===== src/rtl/serdes_tx_pkg.sv =====
// -----------------------------------------------------------------------------
// serdes_tx_pkg
// Types and constants shared between the TX framer and the 8b/10b encoder side.
//   K28_5          : comma character used for alignment, idle fill and skip slots
//   framer_state_t : framer link state (ALIGN burst or DATA flow)
//   tx_sym_t       : one symbol handed to the encoder, {k, d}
// -----------------------------------------------------------------------------
package serdes_tx_pkg;

    localparam logic [7:0] K28_5 = 8'hBC;

    typedef enum logic {
        ALIGN = 1'b0,
        DATA  = 1'b1
    } framer_state_t;

    typedef struct packed {
        logic       k;
        logic [7:0] d;
    } tx_sym_t;

    // Comma symbol as sent on the link (K flag set).
    function automatic tx_sym_t comma_sym();
        tx_sym_t s;
        s.k = 1'b1;
        s.d = K28_5;
        return s;
    endfunction

endpackage


===== src/rtl/tx_sync_fifo.sv =====
// -----------------------------------------------------------------------------
// tx_sync_fifo
// Single-clock FIFO with show-ahead head output.
//   clk, rst_n : clock and asynchronous active-low reset
//   push/wdata : write request and data (ignored when full)
//   pop        : read request, consumes rdata (ignored when empty)
//   rdata      : current head entry, valid while !empty
//   full/empty : occupancy flags
//   level      : current occupancy, 0..DEPTH
// DEPTH must be a power of two so the pointers wrap naturally.
// -----------------------------------------------------------------------------
module tx_sync_fifo #(
    parameter int WIDTH = 9,
    parameter int DEPTH = 8,
    localparam int PW = $clog2(DEPTH),
    localparam int LW = $clog2(DEPTH) + 1
) (
    input  logic             clk,
    input  logic             rst_n,
    input  logic             push,
    input  logic [WIDTH-1:0] wdata,
    input  logic             pop,
    output logic [WIDTH-1:0] rdata,
    output logic             full,
    output logic             empty,
    output logic [LW-1:0]    level
);

    localparam logic [LW-1:0] LEVEL_FULL = LW'(DEPTH);

    logic [WIDTH-1:0] mem_q [DEPTH];
    logic [PW-1:0]    wr_ptr_q, wr_ptr_d;
    logic [PW-1:0]    rd_ptr_q, rd_ptr_d;
    logic [LW-1:0]    level_q, level_d;
    logic             push_en_s;
    logic             pop_en_s;

    assign full  = (level_q == LEVEL_FULL);
    assign empty = (level_q == {LW{1'b0}});
    assign level = level_q;
    assign rdata = mem_q[rd_ptr_q];

    // Next-state for pointers and occupancy; requests are gated by the flags.
    always_comb begin
        push_en_s = push & ~full;
        pop_en_s  = pop & ~empty;
        wr_ptr_d  = wr_ptr_q;
        rd_ptr_d  = rd_ptr_q;
        level_d   = level_q;
        if (push_en_s) begin
            wr_ptr_d = wr_ptr_q + PW'(1);
        end else begin
            wr_ptr_d = wr_ptr_q;
        end
        if (pop_en_s) begin
            rd_ptr_d = rd_ptr_q + PW'(1);
        end else begin
            rd_ptr_d = rd_ptr_q;
        end
        case ({push_en_s, pop_en_s})
            2'b10:   level_d = level_q + LW'(1);
            2'b01:   level_d = level_q - LW'(1);
            default: level_d = level_q;
        endcase
    end

    // Pointer and occupancy registers.
    always_ff @(posedge clk or negedge rst_n) begin
        if (!rst_n) begin
            wr_ptr_q <= {PW{1'b0}};
            rd_ptr_q <= {PW{1'b0}};
            level_q  <= {LW{1'b0}};
        end else begin
            wr_ptr_q <= wr_ptr_d;
            rd_ptr_q <= rd_ptr_d;
            level_q  <= level_d;
        end
    end

    // Storage array; contents are don't-care until written, so no reset.
    always_ff @(posedge clk) begin
        if (push_en_s) begin
            mem_q[wr_ptr_q] <= wdata;
        end
    end

endmodule


===== src/rtl/tx_framer.sv =====
// -----------------------------------------------------------------------------
// tx_framer
// TX link-layer framer feeding the 8b/10b encoder. One symbol per BitCLK_10.
// Sends an ALIGN_COUNT-long K28.5 burst after reset or Realign, then passes
// buffered user bytes, filling gaps with K28.5 and forcing a K28.5 slot after
// SKIP_INTERVAL-1 consecutive data symbols.
//   BitCLK_10    : word clock
//   Reset        : asynchronous active-low reset
//   TxData_in    : user byte          TxK_in   : user byte is a K character
//   TxValid_in   : user byte valid    TxReady_out : FIFO not full
//   Realign      : one-cycle request to resend the alignment burst
//   TxParallel_8 : symbol to encoder  TxDataK  : symbol is a K character
//   LinkUp       : alignment complete, data flowing
//   Fifo_level   : current FIFO occupancy
// -----------------------------------------------------------------------------
module tx_framer
    import serdes_tx_pkg::*;
#(
    parameter int FIFO_DEPTH    = 8,
    parameter int ALIGN_COUNT   = 16,
    parameter int SKIP_INTERVAL = 64
) (
    input  logic                          BitCLK_10,
    input  logic                          Reset,
    input  logic [7:0]                    TxData_in,
    input  logic                          TxK_in,
    input  logic                          TxValid_in,
    output logic                          TxReady_out,
    input  logic                          Realign,
    output logic [7:0]                    TxParallel_8,
    output logic                          TxDataK,
    output logic                          LinkUp,
    output logic [$clog2(FIFO_DEPTH):0]   Fifo_level
);

    localparam int AW = $clog2(ALIGN_COUNT) + 1;
    localparam int SW = $clog2(SKIP_INTERVAL) + 1;
    localparam logic [AW-1:0] ALIGN_LAST = AW'(ALIGN_COUNT - 1);
    localparam logic [SW-1:0] SKIP_LAST  = SW'(SKIP_INTERVAL - 1);

    framer_state_t state_q, state_d, fsm_state_s;
    logic [AW-1:0] align_cnt_q, align_cnt_d, fsm_align_s;
    logic [SW-1:0] skip_cnt_q, skip_cnt_d, fsm_skip_s;
    logic          link_q, link_d, fsm_link_s;
    tx_sym_t       sym_q, sym_d;
    tx_sym_t       wr_sym_s;
    tx_sym_t       head_s;
    logic          pop_s;
    logic          full_s;
    logic          empty_s;

    assign wr_sym_s.k = TxK_in;
    assign wr_sym_s.d = TxData_in;

    // Input buffer; pushes while full are refused inside the FIFO.
    tx_sync_fifo #(
        .WIDTH ($bits(tx_sym_t)),
        .DEPTH (FIFO_DEPTH)
    ) u_fifo (
        .clk   (BitCLK_10),
        .rst_n (Reset),
        .push  (TxValid_in),
        .wdata (wr_sym_s),
        .pop   (pop_s),
        .rdata (head_s),
        .full  (full_s),
        .empty (empty_s),
        .level (Fifo_level)
    );

    // Ready depends only on the current level, not on a same-cycle pop.
    assign TxReady_out  = ~full_s;
    assign TxParallel_8 = sym_q.d;
    assign TxDataK      = sym_q.k;
    assign LinkUp       = link_q;

    // Symbol selection and state progression; Realign overrides only the
    // control state, the symbol sent this cycle still follows the normal rules.
    always_comb begin
        fsm_state_s = state_q;
        fsm_align_s = align_cnt_q;
        fsm_skip_s  = skip_cnt_q;
        fsm_link_s  = link_q;
        sym_d       = comma_sym();
        pop_s       = 1'b0;
        case (state_q)
            ALIGN: begin
                sym_d = comma_sym();
                if (align_cnt_q == ALIGN_LAST) begin
                    fsm_state_s = DATA;
                    fsm_link_s  = 1'b1;
                    fsm_align_s = {AW{1'b0}};
                    fsm_skip_s  = {SW{1'b0}};
                end else begin
                    fsm_align_s = align_cnt_q + AW'(1);
                end
            end
            DATA: begin
                if (skip_cnt_q == SKIP_LAST) begin
                    // Forced comma keeps the receiver's word alignment.
                    sym_d      = comma_sym();
                    fsm_skip_s = {SW{1'b0}};
                end else if (!empty_s) begin
                    pop_s      = 1'b1;
                    sym_d      = head_s;
                    fsm_skip_s = skip_cnt_q + SW'(1);
                end else begin
                    // Idle fill counts as a comma, so the run restarts.
                    sym_d      = comma_sym();
                    fsm_skip_s = {SW{1'b0}};
                end
            end
            default: begin
                fsm_state_s = ALIGN;
                fsm_link_s  = 1'b0;
                fsm_align_s = {AW{1'b0}};
                fsm_skip_s  = {SW{1'b0}};
                sym_d       = comma_sym();
            end
        endcase
        state_d     = Realign ? ALIGN : fsm_state_s;
        link_d      = Realign ? 1'b0 : fsm_link_s;
        align_cnt_d = Realign ? {AW{1'b0}} : fsm_align_s;
        skip_cnt_d  = Realign ? {SW{1'b0}} : fsm_skip_s;
    end

    // Framer state, counters and registered output symbol.
    always_ff @(posedge BitCLK_10 or negedge Reset) begin
        if (!Reset) begin
            state_q     <= ALIGN;
            align_cnt_q <= {AW{1'b0}};
            skip_cnt_q  <= {SW{1'b0}};
            link_q      <= 1'b0;
            sym_q       <= comma_sym();
        end else begin
            state_q     <= state_d;
            align_cnt_q <= align_cnt_d;
            skip_cnt_q  <= skip_cnt_d;
            link_q      <= link_d;
            sym_q       <= sym_d;
        end
    end

endmodule


===== config.mk =====
export PLATFORM = sky130hd
export DESIGN_NAME = tx_framer
export DESIGN_NICKNAME = d
export VERILOG_FILES = /design/src/rtl/serdes_tx_pkg.sv /design/src/rtl/tx_sync_fifo.sv /design/src/rtl/tx_framer.sv
export SDC_FILE = /design/constraint.sdc
export NUM_CORES = 1
export LEC_CHECK = 0
export BUFFER_PORTS_ARGS = -buffer_cell sky130_fd_sc_hd__buf_4
export CORE_MARGIN = 8
export CORE_UTILIZATION = 54
export DETAILED_ROUTE_END_ITERATION = 16
export HOLD_SLACK_MARGIN = 0.05
export MAX_ROUTING_LAYER = met4
export PLACE_DENSITY = 0.83
export SYNTH_ARGS = -nofsm -noshare
export SYNTH_HDL_FRONTEND = slang
export SYNTH_SLANG_ARGS = --single-unit
export TNS_END_PERCENT = 10

===== constraint.sdc =====
create_clock -name BitCLK_10 -period 2.5 [get_ports BitCLK_10]
set_clock_uncertainty 0.05 [all_clocks]
set_input_delay 0.25 -clock BitCLK_10 [delete_from_list [all_inputs] [get_ports BitCLK_10]]
set_output_delay 0.25 -clock BitCLK_10 [all_outputs]
set_load 0.02 [all_outputs]

==> results of run 1 <==
[worst min path at each step]
stage | endpoint | cells after the start | slack (ps) | startpoint
after floorplan | LinkUp | 0 | -100 | Reset
after global placement | u_fifo.level[3] | 1 | 160 | Reset
after detailed placement | u_fifo.level[3] | 1 | 170 | Reset
after CTS | u_fifo.mem_q[2][3] | 1 | 50 | TxData_in[3]
after global routing | u_fifo.mem_q[1][7] | 1 | 50 | TxData_in[7]
final | u_fifo.mem_q[5][7] | 1 | 70 | TxData_in[7]
[routing by layer]
layer / GRT usage [%] / vias up
met1: 18.4 / 1159
met5: - / -
li1: - / 1049
met4: 3.31 / 0
met2: 22.8 / 64
met3: 4.65 / 6
[worst max-delay path, stage by stage (launching register included)]
cell	delay (ps)
dfrtp_1	390
ha_2	200
nand3_2	100
or3_4	430
nand3_4	120
inv_6	40
ha_2	180
xor2_1	140
ha_2	170
a21oi_2	110
xor2_1	150
nor2_1	60
xor2_1	140
[layout by cell type, fill, tap and decap left out, types with 8 or more instances in the layout]
master | synthesis | layout
edfxtp_1 | 72 | 72
mux2i_1 | 9 | 9
clkbuf_8 | 0 | 9
nand2_1 | 18 | 18
mux4_2 | 18 | 18
o21ai_0 | 8 | 8
nor2_1 | 13 | 13
buf_4 | 1 | 44
dlygate4sd3_1 | 0 | 9
dfrtp_1 | 27 | 26
[Yosys cell counts, types with 2 or more instances]
library cell and number:
nor3_1 6, nand2b_1 3, nor2_1 13, or3_1 2
xor2_1 6, dfrtp_1 27, a21oi_1 2, xnor2_1 6
buf_2 2, edfxtp_1 72, a31oi_1 4, mux4_2 18
mux2_2 2, dfstp_2 6, nand2_1 18, mux2i_1 9
nand3_1 5, ha_1 7, nor3b_1 4, o21ai_0 8
[power by group through the flow]
stage / registers (mW) / clock network [mW] / logic, mW
after floorplan: 2.29 / 0 / 0.456
after global placement: 2.25 / 0 / 0.769
after detailed placement: 2.26 / 0 / 0.789
after CTS: 2.23 / 1.01 / 0.794
after global routing: 2.25 / 1.09 / 0.873
final: 2.23 / 0.992 / 0.793
[state kept, by name (all words and copies together), names as in the netlist]
signal	count
u_fifo.mem_q	72
u_fifo.rd_ptr_q	3
TxParallel_8	8
LinkUp	1
u_fifo.wr_ptr_q	3
align_cnt_q	5
state_q	1
u_fifo.level	4
skip_cnt_q	7
TxDataK	1
[cell type report]
type | count | area share [%]
multi-input combinational | 131 | 24.3
sequential | 105 | 60.6
clock inverter | 6 | 1.16
clock buffer | 10 | 2.58
tap | 102 | 2.58
inverter | 2 | 0.253
timing repair buffer | 53 | 8.50
[kinds of logic after synthesis]
kind of cell	Yosys count	synth area share, %
buffers and inverters	9	1.27
AO/OA/AOI/OAI	20	2.96
flip-flops	105	70.8
adder cells (fa/ha/maj)	7	2.07
multiplexers	30	12.6
XOR/XNOR	12	2.49
AND/OR/NAND/NOR	62	7.78
[repair_timing]
| action | CTS | global route |
|---|---|---|
| resized for setup | 0 | 4 |
| hold buffers | 3 | 6 |
| buffers inserted | 0 | 3 |
| endpoints found under the setup margin | 0 | 1 |
| hold endpoints to repair | 37 | 40 |
==> metrics.cfg, run 1 <==
[status]
outcome = complete, no violations

[sta]
period_needed_ps = 2380
finalMaxSlewViolations = 0
setup_viol_count_final = 0
hold_viol = 0
timing.fmax_ghz = 0.419
tns_ps = 0
tightestPinTransition_ps = 964
hold_ws_ps = 70.4
relSlewSlack_pct = 35.5
finalCritPeriodShare_pct = 95.4
post-route-worst-setup-slack_ps = 115

[floorplanning]
die_area_um2 = 10900
fp.dieH_um = 104
rows = 32
core-area_um2 = 7650
io_pins = 28
die-width_um = 104
start_util_pct = 55.3

[global_routing]
first_global_vias = 2328
grt_max_degree = 34
gr-total-overflow = 0
grt_antenna_before_repair = 0
grt_pass1_wl_mm = 12.1
grt_util_all_layers_pct = 14.7

[synth]
synthesis.nets = 265
avgSynthCellArea_um2 = 17.3
synth_cells = 245
async_flop_share_pct = 31.4
synth.ff_latch_count = 105
yosysWarningCount = 0
synth.distinct_cells = 45
ys.flop_type = edfxtp_1
netlist_area_um2 = 4230
synth_top_cells_by_area = edfxtp_1 51%, dfrtp_1 16%, mux4_2 9.6%
synth_edf_count = 72
synth.largest_area_cell = edfxtp_1
seq_area_frac_synth_pct = 70.8
netlist.area_leader.share_pct = 51.1

[power_and_ir_drop]
p_seq_share_pct = 55.5
swShare_pct = 28.4
switching_power_mw = 1.14
peakVddDrop_mv = 0.535
power_mw = 4.01
p_clk_share_pct = 24.7
power.density_nw_per_um2 = 811
comb_power_share_pct = 19.8
p_leak_nw = 1.79
p_int_mw = 2.87

[route]
vias = 2278
routedWlPerCell_um = 18.6
first_pass_iters = 4
routed-wl-met3_um = 355
via_per_inst = 5.57
ant_nets = 0
wl_mm = 7.60
met2WireLength_mm = 3.82
routed.top_layer = met4
wl_met1_mm = 3.38
drc_errors = 0
drtIter0Drc = 217

[critical_path]
timing.rr.end = u_fifo.level[2]
worstPathMaxFanout = 5
critPathLaunch = skip_cnt_q[1]
ff2ff_setup_slack_ps = 120
critPathArrivalTime_ps = 2580
r2r_start = skip_cnt_q[1]
required_ps = 2690
crit_type = reg2reg
critPathCaptureType = flip-flop
cp-start-kind = flip-flop
crit_end = u_fifo.level[2]
worstRegToRegCells = 12

[cts]
clkSinkCount = 105
cts_buffers = 9
cts_tree = built
clk_path_buf_depth = 2
clk_pin_slew_worst_paths_ps = 100
clockRootBuffer = clkbuf_8
clk_latency_ps = 360
cts_max_level = 3

[cells_and_area]
antennaDiodeCount = 0
layoutNonFillerInstCount = 409
nets = 322
utilization_pct = 64.7
multiInputGateArea_um2 = 1200
fill_cells = 522
final_area_um2 = 4940
regArea_um2 = 3000
drive_above_1_share_pct = 31.9
area_growth_pct = 16.9

[placed_design]
placement.setup.worst_slack_ps = 57.8
dp_hpwl_mm = 4.83
placedCellCount = 381
port_buffers = 27
dpl_cell_area_um2 = 4630
gp_congestion = 0.767

[job]
cap_violations = 0

[worst_hold_path]
hold_path_class = in2reg

(Power assumes the default switching activity.)
==> run 2, diff against run 1 <==
--- a/config.mk
+++ b/config.mk
@@ -5,6 +5,7 @@
 export SDC_FILE = /design/constraint.sdc
 export NUM_CORES = 1
 export LEC_CHECK = 0
+export ABC_AREA = 1
 export BUFFER_PORTS_ARGS = -buffer_cell sky130_fd_sc_hd__buf_4
 export CORE_MARGIN = 8
 export CORE_UTILIZATION = 54
==> metrics.cfg, run 2 <==
[synth]
async_flop_share_pct = 31.4
synth.largest_area_cell = edfxtp_1
yosysWarningCount = 0
synth_common_cells = 72 x edfxtp_1, 64 x nand2_1, 38 x nor2_1, 35 x nand3_1, 29 x o21ai_0
netlist.area_leader.share_pct = 48.9
yosysMostFrequentCell = edfxtp_1
synth.ff_latch_count = 105
synth.distinct_cells = 36
synth_cells = 370
ys.flop_type = edfxtp_1
synthesis.nets = 390
avgSynthCellArea_um2 = 12.0
seq_area_frac_synth_pct = 67.7
netlist_area_um2 = 4420
synth_edf_count = 72
synth_top_cells_by_area = edfxtp_1 49%, dfrtp_1 15%, nand2_1 5.4%

[cells_and_area]
drive_above_1_share_pct = 19.0
final_common_cell = edfxtp_1
layout_common_cells = 72 x edfxtp_1, 64 x nand2_1, 38 x nor2_1, 38 x buf_4, 35 x nand3_1
utilization_pct = 62.1
antennaDiodeCount = 0
nets = 437
area_growth_pct = 13.6
top_register = u_fifo.mem_q
largest_reg_flops = 72
fill_cells = 633
final_area_um2 = 5020
layoutNonFillerInstCount = 527

[cts]
cts_max_level = 3
clkSinkCount = 105
clockRootBuffer = clkbuf_8
cts_buffers = 9
clk_pin_slew_worst_paths_ps = 100
cts_tree = built
clk_latency_ps = 370
clk_path_buf_depth = 2

[placed_design]
dp_hpwl_mm = 5.53
gp_congestion = 0.837
placement.setup.worst_slack_ps = 258
placedCellCount = 500
port_buffers = 27
dpl_cell_area_um2 = 4730

[floorplanning]
io_pins = 28
start_util_pct = 54.7
rows = 33
die_area_um2 = 11300
die-width_um = 107
fp.dieH_um = 107
core-area_um2 = 8090

[route]
via_per_inst = 5.58
first_pass_iters = 9
drtIter0Drc = 179
ant_nets = 0
wl_mm = 8.82
routedWlPerCell_um = 16.7
drc_errors = 0
vias = 2943

[critical_path]
ff2ff_setup_slack_ps = 260
worstPathMaxFanout = 8
crit_type = reg2reg
critPathArrivalTime_ps = 2460
cp-start-kind = flip-flop
required_ps = 2710
critPathCaptureType = flip-flop

[power_and_ir_drop]
peakVddDrop_mv = 0.421
power.density_nw_per_um2 = 798
power_mw = 4.01
p_leak_nw = 1.94

[sta]
timing.fmax_ghz = 0.446
tightestPinTransition_ps = 892
finalMaxSlewViolations = 0
hold_viol = 0
tns_ps = 0
grt_setup_unrepaired = no
post-route-worst-setup-slack_ps = 258
setup_viol_count_final = 0
finalCritPeriodShare_pct = 89.7
hold_ws_ps = 159
relSlewSlack_pct = 40.3
period_needed_ps = 2240

[global_routing]
grt_pass1_wl_mm = 14.4
grt_max_degree = 39
gr-total-overflow = 0
first_global_vias = 2817
grt_util_all_layers_pct = 16.8
grt_antenna_before_repair = 0

[worst_hold_path]
hold_path_class = in2reg

[status]
outcome = complete, no violations

[job]
cap_violations = 0

## run 2: final timing paths
path,startpoint,to,cells past startpoint
setup / recovery,skip_cnt_q[0],u_fifo.level[2],14
max in group asynchronous,Reset,TxParallel_8[7],2
hold reg to reg,skip_cnt_q[0],skip_cnt_q[0],1
hold / removal,TxValid_in,u_fifo.wr_ptr_q[0],4
setup reg to reg,skip_cnt_q[0],u_fifo.level[2],14
min in group asynchronous,Reset,skip_cnt_q[2],2
## run 2: what timing repair did
item / in CTS / in global routing
endpoints found under the setup margin: 0 / 1
endpoints found under the hold margin: 84 / 11
gates resized for setup: 0 / 1
hold buffers: 9 / 2
buffers inserted: 0 / 0
## run 2: logic make-up after synthesis
group                    Yosys count  share of synthesized area, %
flip-flops                       105                          67.7
AO/OA/AOI/OAI                     57                          7.35
adder cells (fa/ha/maj)            7                          1.98
buffers and inverters             33                          4.41
AND/OR/NAND/NOR                  158                          16.6
XOR/XNOR                          10                          1.98
## run 2: worst max-delay path, cell delays in order, from the launching register on
cell,delay [ps]
dfrtp_1,430
ha_1,240
nand2_1,110
nor2_4,50
nand2_2,90
nand3_4,130
inv_4,90
ha_2,200
nand2_1,80
inv_1,80
nor2_2,50
ha_1,170
a21oi_1,140
xor2_1,150
o21ai_0,80
## run 2: final cells by class
cell class              count  area (um2)  share of cell area, %
multi-input cells         232        1240                   24.6
repair buffers             49         395                   7.87
well taps                 105         131                   2.61
inverters                  20        85.1                   1.69
flip-flops and latches    105        3000                   59.6
clock inverters             7        57.6                   1.15
clock buffers               9         124                   2.47
## run 2: power by group
part | leakage, nW | total, mW | internal [mW] | switching, mW
sequential | 1.08 | 2.22 | 2.10 | 0.115
clock | 0.0959 | 1.01 | 0.383 | 0.626
combinational | 0.764 | 0.786 | 0.270 | 0.516
## run 2: metal layers
| metal | routed length (um) | part of all wire, % | up-vias | track usage (%) |
|---|---|---|---|---|
| li1 | - | - | 1393 | - |
| met1 | 3780 | 43 | 1438 | 20.8 |
| met2 | 4440 | 50 | 95 | 26.5 |
| met3 | 451 | 5.1 | 17 | 3.63 |
| met4 | 145 | 1.6 | 0 | 6.43 |
| met5 | 0 | 0 | - | - |
==> run 3, diff against run 2 <==
--- a/config.mk
+++ b/config.mk
@@ -8,11 +8,11 @@
 export ABC_AREA = 1
 export BUFFER_PORTS_ARGS = -buffer_cell sky130_fd_sc_hd__buf_4
 export CORE_MARGIN = 8
-export CORE_UTILIZATION = 54
+export CORE_UTILIZATION = 55
 export DETAILED_ROUTE_END_ITERATION = 16
 export HOLD_SLACK_MARGIN = 0.05
 export MAX_ROUTING_LAYER = met4
-export PLACE_DENSITY = 0.83
+export PLACE_DENSITY = 0.81
 export SYNTH_ARGS = -nofsm -noshare
 export SYNTH_HDL_FRONTEND = slang
 export SYNTH_SLANG_ARGS = --single-unit
==> constraint.sdc (replaced) <==
create_clock -name BitCLK_10 -period 2.3 [get_ports BitCLK_10]
set_clock_uncertainty 0.05 [all_clocks]
set_input_delay 0.23 -clock BitCLK_10 [delete_from_list [all_inputs] [get_ports BitCLK_10]]
set_output_delay 0.23 -clock BitCLK_10 [all_outputs]
set_load 0.02 [all_outputs]
==> metrics.cfg, run 3 (synthesized netlist as in run 2, its figures left out) <==
[cts]
clockRootBuffer = clkbuf_8
cts_tree = built
clkSinkCount = 105
cts_max_level = 3
clk_latency_ps = 370
cts_buffers = 9
clk_path_buf_depth = 2
clk_pin_slew_worst_paths_ps = 100

[job]
cap_violations = 0

[route]
drc_errors = 0
ant_nets = 0
first_pass_iters = 4
vias = 2918
drtIter0Drc = 207
routedWlPerCell_um = 17.4
via_per_inst = 5.55
wl_mm = 9.17

[global_routing]
grt_antenna_before_repair = 0
grt_pass1_wl_mm = 15.3
grt_util_all_layers_pct = 18.0
first_global_vias = 3025
gr-total-overflow = 0
grt_max_degree = 38

[placed_design]
gp_congestion = 0.834
dpl_cell_area_um2 = 4750
port_buffers = 27
dp_hpwl_mm = 5.55

[power_and_ir_drop]
power_mw = 4.37
peakVddDrop_mv = 0.583
power.density_nw_per_um2 = 863
p_leak_nw = 1.94

[floorplanning]
io_pins = 28
core-area_um2 = 7770
die-width_um = 106
rows = 32
fp.dieH_um = 106
start_util_pct = 57.0
die_area_um2 = 11200

[critical_path]
critPathArrivalTime_ps = 2370
required_ps = 2500
crit_family = adder cells
crit_chain = ha_2 > nand2_1 > nor2_4 > nand2_2 > nand3_4 > inv_4 > ha_2 > nand2_1 > inv_2 > nor2_4 > ha_1 > a21oi_2 > xor2_1 > o21ai_0
worstPathMaxFanout = 4
crit_type = reg2reg
crit_slowest_cell = dfrtp_1
critPathCaptureType = flip-flop
r2r_start = skip_cnt_q[0]
cp-start-kind = flip-flop
critPathLaunch = skip_cnt_q[0]
path_buf_inv = 2
cpPeakStageDelay_ps = 430

[cells_and_area]
top_register = u_fifo.mem_q
area_growth_pct = 14.6
largest_reg_flops = 72
drive_above_1_share_pct = 20.3
utilization_pct = 65.3
final_area_um2 = 5070
layout_common_cells = 72 x edfxtp_1, 64 x nand2_1, 39 x buf_4
antennaDiodeCount = 0
final_common_cell = edfxtp_1
nets = 439

[sta]
hold_viol = 0
timing.fmax_ghz = 0.460
period_needed_ps = 2170
hold_ws_ps = 124
relSlewSlack_pct = 57.8
finalMaxSlewViolations = 0
tightestPinTransition_ps = 633
grt_setup_unrepaired = no
tns_ps = 0
setup_viol_count_final = 0
finalCritPeriodShare_pct = 94.4

[status]
outcome = complete, no violations

[worst_hold_path]
hold_start = TxValid_in
hold_path_class = in2reg

## run 3: stage by stage
stage,setup slack (ps),cells
after floorplan,164,370
after global placement,224,499
after detailed placement,114,499
after CTS,73.2,526
after global routing,20.1,526
final,128,526
## run 3: worst paths after layout
path / to / slack [ps] / cells past startpoint
hold / removal: u_fifo.wr_ptr_q[0] / 120 / 4
setup reg to reg: u_fifo.level[2] / 130 / 14
setup / recovery: u_fifo.level[2] / 130 / 14
max in group asynchronous: TxParallel_8[4] / 1550 / 2
hold reg to reg: LinkUp / 450 / 1
min in group asynchronous: u_fifo.level[0] / 300 / 2
## run 3: tightest hold or removal path, delay by kind of cell
family / cells / cell delay (ps)
simple gates: 3 / 200
buf+inv: 1 / 80
## run 3: power breakdown
| part | total (mW) | internal (mW) | switching (mW) |
|---|---|---|---|
| Sequential | 2.43 | 2.28 | 0.144 |
| Clock | 1.08 | 0.414 | 0.664 |
| Combinational | 0.869 | 0.313 | 0.557 |
## run 3: metal layers
metal / track usage (%) / wire [um]
met1: 21.4 / 3780
met4: 4.42 / 72
met2: 29.5 / 4710
met3: 5.18 / 603
met5: - / 0
## run 3: timing repair
item	in CTS	in global routing
endpoints found under the hold margin	101	0
endpoints found under the setup margin	0	2
hold buffers	11	0
resized for setup	0	6
buffers inserted	0	0
## run 3: layout make-up
cell class | count | area (um2)
flip-flops and latches | 105 | 3000
inverters | 20 | 85.1
clock buffers | 9 | 124
repair buffers | 51 | 423
fillers | 588 | 2700
multi-input cells | 232 | 1250
clock inverters | 7 | 63.8
well taps | 102 | 128
